--- src/rtl/vga_sync_receiver.sv ---
// Sink-side VGA timing recovery: rebuilds pixel coordinates and lock status from h_sync/v_sync edges.
// Optional saturating fault counter on err_count is built when VGA_RX_ERR_CNT_EN is defined.
module vga_sync_receiver #(
    parameter int H_VISIBLE    = 640,
    parameter int H_BACK_PORCH = 48,
    parameter int V_VISIBLE    = 480,
    parameter int V_BACK_PORCH = 33,
    parameter int LOCK_FRAMES  = 2
) (
    input  logic       clk,
    input  logic       reset,
    input  logic       h_sync,
    input  logic       v_sync,
    output logic [9:0] x_pixel,
    output logic [9:0] y_pixel,
    output logic       display_enable,
    output logic       locked,
    output logic [9:0] h_last,
    output logic [9:0] v_total,
    output logic       sync_error,
    output logic [7:0] err_count
);

    localparam logic [1:0] SEARCH  = 2'd0;
    localparam logic [1:0] MEASURE = 2'd1;
    localparam logic [1:0] VERIFY  = 2'd2;
    localparam logic [1:0] LOCKED  = 2'd3;

    localparam logic [9:0] POS_MAX = 10'd1023;
    localparam logic [9:0] H_START = 10'(H_BACK_PORCH);
    localparam logic [9:0] H_END   = 10'(H_BACK_PORCH + H_VISIBLE);
    localparam logic [9:0] V_START = 10'(V_BACK_PORCH);
    localparam logic [9:0] V_END   = 10'(V_BACK_PORCH + V_VISIBLE);
    localparam logic [3:0] LOCK_N  = 4'(LOCK_FRAMES);

    logic       hq_q, hqq_q, vq_q, vqq_q;
    logic [9:0] h_pos_q, h_pos_d;
    logic [9:0] v_pos_q, v_pos_d;
    logic       v_arm_q, v_arm_d;
    logic [9:0] h_last_q, h_last_d;
    logic [9:0] v_total_q, v_total_d;
    logic [1:0] state_q, state_d;
    logic [9:0] ref_h_q, ref_h_d;
    logic [9:0] ref_v_q, ref_v_d;
    logic [3:0] match_q, match_d;
    logic       frame_bad_q, frame_bad_d;
    logic [9:0] x_q, x_d;
    logic [9:0] y_q, y_d;
    logic       de_q, de_d;
    logic       err_q, err_d;

    logic h_rise, v_rise, h_sat, h_bad, v_bad, active, frame_ok;

    assign h_rise = hq_q & ~hqq_q;
    assign v_rise = vq_q & ~vqq_q;
    assign h_sat  = (h_pos_q == POS_MAX);
    assign h_bad  = h_rise && (h_pos_q != ref_h_q);
    assign v_bad  = (v_pos_q != ref_v_q);
    assign active = (h_pos_q >= H_START) && (h_pos_q < H_END) &&
                    (v_pos_q >= V_START) && (v_pos_q < V_END);
    // A frame whose line counter ran into saturation never counts as consistent.
    assign frame_ok = !frame_bad_q && !h_sat && !v_bad;

    always_comb begin
        // NOTE: every _d is given a default first, so no branch can leave it unassigned and infer a latch.
        h_pos_d     = h_rise ? 10'd0 : (h_sat ? h_pos_q : h_pos_q + 10'd1);
        h_last_d    = h_rise ? h_pos_q : h_last_q;
        v_total_d   = v_rise ? v_pos_q : v_total_q;
        v_pos_d     = v_pos_q;
        v_arm_d     = v_arm_q | v_rise;
        frame_bad_d = v_rise ? 1'b0 : (frame_bad_q | h_bad | h_sat);
        state_d     = state_q;
        ref_h_d     = ref_h_q;
        ref_v_d     = ref_v_q;
        match_d     = match_q;
        err_d       = 1'b0;

        if (h_rise) begin
            if (v_arm_q || v_rise) begin
                v_pos_d = 10'd1;
                v_arm_d = 1'b0;
            end else if (v_pos_q != POS_MAX) begin
                v_pos_d = v_pos_q + 10'd1;
            end
        end

        case (state_q)
            SEARCH: begin
                if (v_rise) state_d = MEASURE;
            end
            MEASURE: begin
                if (v_rise) begin
                    ref_h_d = h_last_q;
                    ref_v_d = v_pos_q;
                    match_d = 4'd0;
                    state_d = VERIFY;
                end
            end
            VERIFY: begin
                if (v_rise) begin
                    if (frame_ok) begin
                        match_d = match_q + 4'd1;
                        if (match_q + 4'd1 >= LOCK_N) state_d = LOCKED;
                    end else begin
                        ref_h_d = h_last_q;
                        ref_v_d = v_pos_q;
                        match_d = 4'd0;
                    end
                end
            end
            LOCKED: begin
                if (h_bad || (v_rise && v_bad) || h_sat) begin
                    err_d   = 1'b1;
                    state_d = SEARCH;
                end
            end
            default: state_d = SEARCH;
        endcase

        x_d  = active ? h_pos_q - H_START : 10'd0;
        y_d  = active ? v_pos_q - V_START : 10'd0;
        de_d = active && (state_q == LOCKED);
    end

    always_ff @(posedge clk) begin
        if (!reset) begin
            hq_q        <= 1'b1;
            hqq_q       <= 1'b1;
            vq_q        <= 1'b1;
            vqq_q       <= 1'b1;
            h_pos_q     <= '0;
            v_pos_q     <= '0;
            v_arm_q     <= 1'b0;
            h_last_q    <= '0;
            v_total_q   <= '0;
            state_q     <= SEARCH;
            ref_h_q     <= '0;
            ref_v_q     <= '0;
            match_q     <= '0;
            frame_bad_q <= 1'b0;
            x_q         <= '0;
            y_q         <= '0;
            de_q        <= 1'b0;
            err_q       <= 1'b0;
        end else begin
            // NOTE: non-blocking assignments so every register samples pre-edge values together.
            hq_q        <= h_sync;
            hqq_q       <= hq_q;
            vq_q        <= v_sync;
            vqq_q       <= vq_q;
            h_pos_q     <= h_pos_d;
            v_pos_q     <= v_pos_d;
            v_arm_q     <= v_arm_d;
            h_last_q    <= h_last_d;
            v_total_q   <= v_total_d;
            state_q     <= state_d;
            ref_h_q     <= ref_h_d;
            ref_v_q     <= ref_v_d;
            match_q     <= match_d;
            frame_bad_q <= frame_bad_d;
            x_q         <= x_d;
            y_q         <= y_d;
            de_q        <= de_d;
            err_q       <= err_d;
        end
    end

`ifdef VGA_RX_ERR_CNT_EN
    logic [7:0] err_cnt_q;

    always_ff @(posedge clk) begin
        if (!reset) begin
            err_cnt_q <= '0;
        end else if (err_d && (err_cnt_q != 8'hFF)) begin
            err_cnt_q <= err_cnt_q + 8'd1;
        end
    end

    assign err_count = err_cnt_q;
`else
    assign err_count = 8'd0;
`endif

    assign x_pixel        = x_q;
    assign y_pixel        = y_q;
    assign display_enable = de_q;
    assign locked         = (state_q == LOCKED);
    assign h_last         = h_last_q;
    assign v_total        = v_total_q;
    assign sync_error     = err_q;

endmodule

--- config.mk ---
export PLATFORM = sky130hd
export DESIGN_NAME = vga_sync_receiver
export DESIGN_NICKNAME = d
export VERILOG_FILES = /design/src/rtl/vga_sync_receiver.sv
export SDC_FILE = /design/constraint.sdc
export NUM_CORES = 1
export LEC_CHECK = 0
export CAP_MARGIN = 20
export CORE_AREA = 2 2 113 115
export DETAILED_ROUTE_END_ITERATION = 16
export DIE_AREA = 0 0 115 117
export PLACE_DENSITY = 0.65
export SLEW_MARGIN = 20
export SYNTH_ARGS = -nofsm -noshare
export SYNTH_HDL_FRONTEND = slang
export SYNTH_SLANG_ARGS = --single-unit
--- constraint.sdc ---
create_clock -name clk -period 6.1 [get_ports clk]
set_input_delay 0.915 -clock clk [delete_from_list [all_inputs] [get_ports clk]]
set_output_delay 0.915 -clock clk [all_outputs]
set_load 0.01 [all_outputs]
=== Word-level counts from Yosys, hierarchy flattened ===
Index checks and enable logic that the tools add are counted.

* Bits in registers: 94
* Input port bits: 4
* Logic and storage cells: 99

* $add $sub $neg: 5
* $lt $le $gt $ge: 5
* Equality and inequality tests: 14
* Mux-type cells: 24
* Bitwise gates (word level): 8
* Reductions and logical operators: 25

{| class="wikitable"
|+ Operators with widths
! cell !! count
|-
| $mux 10 || 8
|-
| $pmux 10 s2 || 2
|-
| $add 10x1->10 const B || 2
|-
| $ge 10x6->1 const B || 2
|-
| $lt 10x10->1 const B || 2
|-
| $ne 10x10->1 || 2
|-
| $sub 10x6->10 const B || 2
|-
| $mux 2 || 6
|-
| $mux 4 || 3
|-
| $ne 2x2->1 const B || 6
|-
| $eq 10x10->1 const B || 1
|-
| $ne 10x10->1 const B || 1
|-
| $logic_and 1x1->1 || 8
|-
| $pmux 2 s4 || 1
|-
| $pmux 4 s2 || 1
|-
| $reduce_and 2->1 || 3
|-
| $reduce_and 6->1 || 1
|-
| $add 4x1->4 const B || 1
|-
| $eq 2x2->1 const B || 2
|-
| $ge 4x2->1 const B || 1
|-
| $reduce_and 4->1 || 1
|-
| $reduce_bool 2->1 || 2
|-
| $reduce_or 2->1 || 2
|-
| $logic_not 1->1 || 3
|-
| other kinds (9) || 18
|}

=== Depth between registers and ports, before layout ===
Gate-level depths: netlist of run 1.

* Depth after elaboration: 7
* Mapped depth: 10
* Depth with buffers taken out: 8

=== Worst setup path before layout of run 1 ===
OpenSTA, ideal clock, no wires.

* Path kind: reg2reg
* From: register v_pos_q[0]
* To: register x_q[6], in the netlist x_pixel[6]
* Setup time: 0.066 ns
* Arrival: 2.087 ns
* Required time: 6.034 ns
* Slack: 3.947 ns
* Cell stages (with the launch flop): 10
* Clock period less this slack: 2.153 ns
* Cells stage by stage: dfxtp_1 -> buf_2 -> inv_1 -> ha_1 -> or4b_4 -> nor3b_2 -> a21oi_1 -> a2111o_1 -> buf_6 -> a21oi_2

* Cells in the longest elaborated chain, start to end: 4

{| class="wikitable"
|+ Ends and longest elaborated chain
! item !! line !! source
|-
| from (decl) || 38 || <nowiki>logic [9:0] v_pos_q, v_pos_d;</nowiki>
|-
| from (signal assigned) || 152 || <nowiki>v_pos_q <= v_pos_d;</nowiki>
|-
| $ge 10x6->1 || 60 || <nowiki>(v_pos_q >= V_START) && (v_pos_q < V_END);</nowiki>
|-
| $logic_and 1x1->1 || 59 || <nowiki>assign active = (h_pos_q >= H_START) && (h_pos_q < H_END) &&</nowiki>
|-
| $logic_and 1x1->1 * || 60 ||
|-
| $reduce_and 2->1 (no source line) * || -- ||
|-
| to (signal assigned) || 141 || <nowiki>x_q <= '0;</nowiki>
|-
| to (signal assigned) || 161 || <nowiki>x_q <= x_d;</nowiki>
|-
| to (decl) || 47 || <nowiki>logic [9:0] x_q, x_d;</nowiki>
|}

Every way passes the cells marked *; elsewhere a longest branch is shown, timed or not.
A chain may end at the register's enable or synchronous reset.

=== Worst setup path in the final report of run 1 ===
* From: input reset
* To: register y_q[4], in the netlist y_pixel[4]

* Cells in the longest elaborated chain, start to end: 1

{| class="wikitable"
|+ Ends and longest elaborated chain
! item !! line !! source
|-
| from (decl) || 11 || <nowiki>input logic reset,</nowiki>
|-
| $reduce_and 2->1 (no source line) || -- ||
|-
| to (signal assigned) || 162 || <nowiki>y_q <= y_d;</nowiki>
|-
| to (decl) || 48 || <nowiki>logic [9:0] y_q, y_d;</nowiki>
|}

Every way passes these cells.

==> metrics.log, run 1 <==
INFO  metric power.combinational.fraction = 7.8%
INFO  metric most-common-layout-cells = 94 x sky130_fd_sc_hd__dfxtp_1, 68 x sky130_fd_sc_hd__nor2_1, 62 x sky130_fd_sc_hd__nand2_1
INFO  metric hold-path-cell-count = 2
INFO  metric p_sw = 0.307 mW
INFO  metric floorplan.initialDensity = 33.8%
INFO  metric finalMaxSlewViolations = 0
INFO  metric fillCellCount = 1226
INFO  metric mappedNetlistArea = 4170 sq um
INFO  metric first_pass_grt_wire_length = 14600 microns
INFO  metric global_route.usage.total = 13.6%
INFO  metric cts_buffers = 9
INFO  metric post-cts-setup-buffer-count = 0
INFO  metric rows = 41
INFO  metric power_report.internal_total = 0.984 mW
INFO  metric cts_hold_buf = 0
INFO  metric number_of_register_bits_inferred_by_synthesis = 94
INFO  metric clock-sinks = 94
INFO  metric placement.io_buffers = 46
INFO  metric worst_path_max_delay_cell = sky130_fd_sc_hd__inv_2
INFO  metric estimated_wirelength_of_the_detail_placed_design = 6160 microns
INFO  metric worst_hold_path_type = reg -> reg
INFO  metric swShare = 23.8%
INFO  metric critPathArrivalTime = 2880 ps
INFO  metric clkSlewWorstSetupHoldPaths = 60 ps
INFO  metric worstSetupPathDepth = 4
INFO  metric initial_antenna_violation_count = 0
INFO  metric cellLeakagePower = 1.85 nW
INFO  metric hold-worst-slack = 458 ps
INFO  metric routabilityCongestion = 0.822
INFO  metric worst-r2r-cell-count = 7
INFO  metric crit_path_max_fanout = 46
INFO  metric run_status = complete, no violations
INFO  metric cts-root-to-sink-buffers = 2
INFO  metric cells_resized_by_post_cts_repair = 0
INFO  metric p_seq_share = 49.2%
INFO  metric finalClockSkew = 7.92 ps
INFO  metric crit_buf_inv = 2
INFO  metric dp.cells = 643
INFO  metric critPathLaunchType = input port
INFO  metric share_of_the_clock_period_used_by_the_worst_path = 44.2%
INFO  metric drtIter0Drc = 142
INFO  metric timing.max_cap.violations = 0
INFO  metric final_net_count = 521
INFO  metric setup_repair_after_global_routing_missed_its_margin = false
INFO  metric core_area = 12300 sq um
INFO  metric wirelength = 8740 microns
INFO  metric syn_avg_cell_area = 8.70 sq um
INFO  metric worstSkewPairLatency = 340 ps
INFO  metric total_negative_slack_for_setup_checks = 0 ps
INFO  metric clkPwrFrac = 43.0%
INFO  metric ys_seq_area_share = 45.2%
INFO  metric grt.overflow.total = 0
INFO  metric cpPeakStageDelay = 650 ps
INFO  metric vdd_ir_drop_max = 0.147 mV
INFO  metric cellPowerDensity = 262 nW/um^2
INFO  metric worst-endpoint-required = 6280 ps
INFO  metric final-setup-viol-count = 0
INFO  metric final-hold-violation-count = 0
INFO  metric wl_per_cell = 13.3 microns
INFO  metric final_period_minus_worst_setup_slack = 2690 ps
INFO  metric pin_count = 55
INFO  metric grt_start_max_net_pins = 47
INFO  metric crit_chain = clkdlybuf4s50_1, inv_2, a2111o_1, a21oi_1
INFO  metric commonest_non_fill_non_tap_cell_in_the_layout = sky130_fd_sc_hd__dfxtp_1
INFO  metric vias_per_cell = 4.81
INFO  metric cts_tree = yes
INFO  metric layout-drive-gt1-share = 4.72%
INFO  metric syn_to_final_growth = 18.4%
INFO  metric die-width = 115 microns
INFO  metric fmax = 0.371 GHz
INFO  metric synth.yosys.warnings = 0
INFO  metric drt_first_pass_iters = 4
INFO  metric worst_slew_margin_rel = 36.4%
INFO  metric vias = 3169
INFO  metric netlist-cell-type-count = 46
INFO  metric final_antenna_net_count = 0
INFO  metric design.die.area = 13500 sq um
INFO  metric critPathKind = in -> reg
INFO  metric tightestPinTransition = 951 ps
INFO  metric post-route-util = 40.1%
INFO  metric critPathTopFamily = buffers and inverters
INFO  metric synthesis.instances = 479
INFO  metric antenna-diode-count = 0
INFO  metric die-height = 117 microns
INFO  metric dp_slack = 3040 ps
INFO  metric drc_errors = 0
INFO  metric setup_ws = 3410 ps
INFO  metric first_global_vias = 3043
INFO  metric clockRootBuffer = sky130_fd_sc_hd__clkbuf_16
INFO  metric cts_max_level = 3
INFO  metric final-instance-count-excl-fill = 659
INFO  metric critical_path.endpoint_type = flip-flop
==> power groups by stage <==
stage          clock [mW]  combinational [mW]  sequential [mW]
2_1_floorplan           0              0.0848            0.644
3_3_place_gp            0              0.0958            0.648
3_5_place_dp            0              0.0998            0.648
4_1_cts             0.568               0.101            0.634
5_1_grt             0.592               0.112            0.635
6_report            0.556               0.101            0.634
==> state kept, by name, summed over array words and instances, names as in the netlist <==
| register | flops |
|---|---|
| vq_q | 1 |
| h_pos_q | 10 |
| v_arm_q | 1 |
| display_enable | 1 |
| ref_h_q | 10 |
| v_total | 10 |
| v_pos_q | 10 |
| y_pixel | 10 |
| state_q | 2 |
| ref_v_q | 10 |
| x_pixel | 10 |
| match_q | 4 |
| hq_q | 1 |
| hqq_q | 1 |
| h_last | 10 |
| sync_error | 1 |
| frame_bad_q | 1 |
| vqq_q | 1 |
==> Yosys cell counts, drive strengths merged <==
master   instances  share of area, %
ha              13               3.9
a41oi            1              0.21
o32a             1              0.24
nor3            15               1.8
or2              1              0.15
a211oi           3              0.54
dfxtp           94                45
clkbuf          18               1.6
o21ai            6              0.72
nor4b            1              0.21
o211ai           1              0.18
o22ai            1              0.15
nor4             5              0.75
buf             23               3.9
nand2           62               5.6
xor2            28               5.9
a2111oi          1              0.21
a21o             2              0.36
nor2b            3              0.45
nor2            69               6.3
a2111o           1              0.27
a21oi           34               4.2
and3             4              0.60
inv             12               1.1
nor3b            2              0.48
conb             1             0.090
mux2i           21               5.0
nand4            6              0.90
a31oi            6              0.90
o21a             1              0.18
xnor2           20               4.2
and4             3              0.63
nand3            8              0.96
or4b             2              0.57
nand2b           7               1.1
nand4b           1              0.21
or3              2              0.30
==> cell type report <==
cell class	instances	area [sq um]	area share, %
sequential	94	1880	38.2
clock inverter	6	71.3	1.45
clock buffer	10	229	4.64
multi-input combinational	339	2040	41.4
tap	150	188	3.81
timing repair buffer	48	475	9.64
inverter	12	45.0	0.913
==> cell families after synthesis <==
logic type / count (synthesis) / synth area share, %
AND/OR/NAND/NOR: 191 / 20.9
flip-flops: 94 / 45.2
AO/OA/AOI/OAI: 58 / 8.14
buffers and inverters: 53 / 6.61
XOR/XNOR: 48 / 10.1
multiplexers: 21 / 5.05
adder cells (fa/ha/maj): 13 / 3.91
other: 1 / 0.0900
==> routing by layer <==
layer	GRT usage [%]	share of wire (%)	up-vias
li1	-	-	1618
met1	18.7	49	1479
met2	21.3	45	58
met3	2.06	4.6	14
met4	6.02	1.7	0
met5	0	0	-
==> worst register-to-register path: stages, from the launching register on <==
cell                       delay (ps)
sky130_fd_sc_hd__dfxtp_1          420
sky130_fd_sc_hd__inv_1            160
sky130_fd_sc_hd__ha_1             210
sky130_fd_sc_hd__or4b_4           510
sky130_fd_sc_hd__nor3b_2          190
sky130_fd_sc_hd__a21oi_1          100
sky130_fd_sc_hd__a2111o_1         650
sky130_fd_sc_hd__a21oi_1          250
==> worst paths after layout <==
kind                                 from                       to  slack (ps)
setup / recovery                    reset    y_pixel[4]$_SDFF_PN0_        3410
hold / removal    v_total[9]$_SDFFE_PN0P_  v_total[9]$_SDFFE_PN0P_         460
setup reg to reg  v_pos_q[0]$_SDFFE_PN0P_    y_pixel[4]$_SDFF_PN0_        3520
hold reg to reg   v_total[9]$_SDFFE_PN0P_  v_total[9]$_SDFFE_PN0P_         460
==> per-stage QoR <==
step	area, sq um	total power [mW]
finish	4930	1.29
global route	4930	1.34
CTS	4930	1.30
detailed placement	4630	0.748
global placement	4630	0.743
floorplan	4190	0.728
Power figures use the tool's default switching activity.
==> run 2, diff against run 1 <==
--- a/config.mk
+++ b/config.mk
@@ -9,7 +9,7 @@
 export CORE_AREA = 2 2 113 115
 export DETAILED_ROUTE_END_ITERATION = 16
 export DIE_AREA = 0 0 115 117
-export PLACE_DENSITY = 0.65
+export PLACE_DENSITY = 0.67
 export SLEW_MARGIN = 20
 export SYNTH_ARGS = -nofsm -noshare
 export SYNTH_HDL_FRONTEND = slang
==> constraint.sdc (replaced) <==
create_clock -name clk -period 2.17 [get_ports clk]
set_input_delay 0.3255 -clock clk [delete_from_list [all_inputs] [get_ports clk]]
set_output_delay 0.3255 -clock clk [all_outputs]
set_load 0.01 [all_outputs]
==> metrics.log, run 2 (same netlist as run 1, synthesis figures left out) <==
INFO  metric run_status = complete, no violations
INFO  metric final-setup-viol-count = 0
INFO  metric cts_buffers = 9
INFO  metric layout-drive-gt1-share = 12.0%
INFO  metric dp.cells = 674
INFO  metric clockRootBuffer = sky130_fd_sc_hd__clkbuf_16
INFO  metric worst_hold_path.endpoint = v_total[2]$_SDFFE_PN0P_
INFO  metric cts_hold_buf = 0
INFO  metric fmax = 0.474 GHz
INFO  metric fillCellCount = 1207
INFO  metric final-instance-count-excl-fill = 691
INFO  metric worst-endpoint-required = 2450 ps
INFO  metric cts_tree = yes
INFO  metric commonest_non_fill_non_tap_cell_in_the_layout = sky130_fd_sc_hd__dfxtp_1
INFO  metric final_design_area_no_fill = 5200 sq um
INFO  metric grt_start_max_net_pins = 30
INFO  metric r2r_setup_slack = 60 ps
INFO  metric multiInputGateArea = 2070 sq um
INFO  metric hold_path_startpoint = v_total[2]$_SDFFE_PN0P_
INFO  metric cellLeakagePower = 2.01 nW
INFO  metric wl_per_cell = 13.8 microns
INFO  metric tightestPinTransition = 636 ps
INFO  metric wirelength = 9520 microns
INFO  metric pin_count = 55
INFO  metric post-route-util = 42.2%
INFO  metric vdd_ir_drop_max = 0.381 mV
INFO  metric cellPowerDensity = 690 nW/um^2
INFO  metric worst_slew_margin_rel = 57.3%
INFO  metric routabilityCongestion = 0.813
INFO  metric drc_errors = 0
INFO  metric syn_to_final_growth = 24.8%
INFO  metric first_pass_grt_wire_length = 15600 microns
INFO  metric first_global_vias = 3286
INFO  metric worstSkewPairLatency = 350 ps
INFO  metric antenna-diode-count = 0
INFO  metric critical_path.reg2reg.startpoint = v_pos_q[0]$_SDFFE_PN0P_
INFO  metric finalMaxSlewViolations = 0
INFO  metric critPathKind = reg -> reg
INFO  metric met3RoutedLength = 524 microns
INFO  metric most-common-layout-cells = 92 x sky130_fd_sc_hd__dfxtp_1, 68 x sky130_fd_sc_hd__nor2_1, 62 x sky130_fd_sc_hd__nand2_1
INFO  metric timing.max_cap.violations = 0
INFO  metric share_of_the_clock_period_used_by_the_worst_path = 97.2%
INFO  metric final-hold-violation-count = 0
INFO  metric hold-path-cell-count = 2
INFO  metric estimated_wirelength_of_the_detail_placed_design = 7010 microns
INFO  metric regToRegEndpoint = y_pixel[4]$_SDFF_PN0_
INFO  metric power = 3.58 mW
INFO  metric floorplan.initialDensity = 33.8%
INFO  metric final_antenna_net_count = 0
INFO  metric final_net_count = 553
INFO  metric vias = 3356
INFO  metric crit_path_max_fanout = 21
INFO  metric top_signal_layer_used = met4
INFO  metric die-height = 117 microns
INFO  metric placement.io_buffers = 46
INFO  metric final_period_minus_worst_setup_slack = 2110 ps
INFO  metric clkSlewWorstSetupHoldPaths = 70 ps
INFO  metric finalClockSkew = 10.9 ps
INFO  metric worst-r2r-cell-count = 8
INFO  metric core_area = 12300 sq um
INFO  metric routed-wl-met2 = 4440 microns
INFO  metric setup.worst_path.start = v_pos_q[0]$_SDFFE_PN0P_
INFO  metric vias_per_cell = 4.86
INFO  metric grt.overflow.total = 0
INFO  metric die-width = 115 microns
INFO  metric design.die.area = 13500 sq um
INFO  metric global_route.usage.total = 14.7%
INFO  metric drt-met1-wl = 4420 microns
INFO  metric worst_hold_path_type = reg -> reg
INFO  metric initial_antenna_violation_count = 0
INFO  metric cts-root-to-sink-buffers = 2
INFO  metric total_negative_slack_for_setup_checks = 0 ps
INFO  metric clock-sinks = 94
INFO  metric critPathLaunchType = flip-flop
INFO  metric regArea = 1880 sq um
INFO  metric cts_max_level = 3
INFO  metric critical_path.endpoint_type = flip-flop
INFO  metric setup_repair_after_global_routing_missed_its_margin = true
INFO  metric critPathArrivalTime = 2390 ps
INFO  metric rows = 41
INFO  metric drt_first_pass_iters = 5
INFO  metric drtIter0Drc = 184
INFO  metric placed_area = 4860 sq um
==> run 2: cell types whose count changed in the layout (fill, tap and decap cells not counted), sizes merged <==
cell,change
buf,+32
bufinv,-1
clkinvlp,+1
==> run 2: through the flow <==
| stage | hold slack (ps) | worst slack [ps] |
|---|---|---|
| finish | 459 | 59.9 |
| global route | 481 | -35.8 |
| CTS | 461 | 6.33 |
| detailed placement | 451 | 8.38 |
| global placement | 442 | 86.8 |
| floorplan | 427 | 16.6 |
==> run 2: worst max path at each step <==
stage | to | slack, ps
after floorplan | x_pixel[6]$_SDFF_PN0_ | 20
after global placement | y_pixel[4]$_SDFF_PN0_ | 90
after detailed placement | y_pixel[3]$_SDFF_PN0_ | 8
after CTS | y_pixel[3]$_SDFF_PN0_ | 6
after global routing | y_pixel[3]$_SDFF_PN0_ | -40
final | y_pixel[4]$_SDFF_PN0_ | 60
==> run 2: worst max-delay path, cell delays in order (launching register included) <==
cell                       delay [ps]
sky130_fd_sc_hd__dfxtp_1          310
sky130_fd_sc_hd__inv_1            130
sky130_fd_sc_hd__ha_4             170
sky130_fd_sc_hd__or4b_4           500
sky130_fd_sc_hd__nor3b_2          190
sky130_fd_sc_hd__a21oi_1           80
sky130_fd_sc_hd__a2111o_1         360
sky130_fd_sc_hd__buf_6            170
sky130_fd_sc_hd__a21oi_1          120
==> run 2: layer usage <==
layer  global-route usage, %  up-vias
met5                       0        -
met4                    7.79        0
met3                    2.37        8
met2                    23.5       74
met1                    19.2     1587
li1                        -     1687
==> run 2: area by class of cell <==
type / instances / share of cell area [%]
multi-input combinational: 339 / 39.9
sequential: 94 / 36.3
timing repair buffer: 80 / 13.9
clock buffer: 10 / 4.60
tap: 150 / 3.61
clock inverter: 6 / 0.867
inverter: 12 / 0.867
==> run 2: timing repair <==
item,CTS,global route
pin swaps,0,2
setup buffers,0,1
endpoints found under the setup margin,1,48
gates resized for setup,1,11
==> run 2: power by group <==
| part | internal [mW] | switching, mW | total [mW] | leakage [nW] |
|---|---|---|---|---|
| logic | 0.134 | 0.181 | 0.315 | 1.12 |
| clock network | 0.811 | 0.683 | 1.49 | 0.131 |
| registers | 1.75 | 0.0244 | 1.77 | 0.760 |
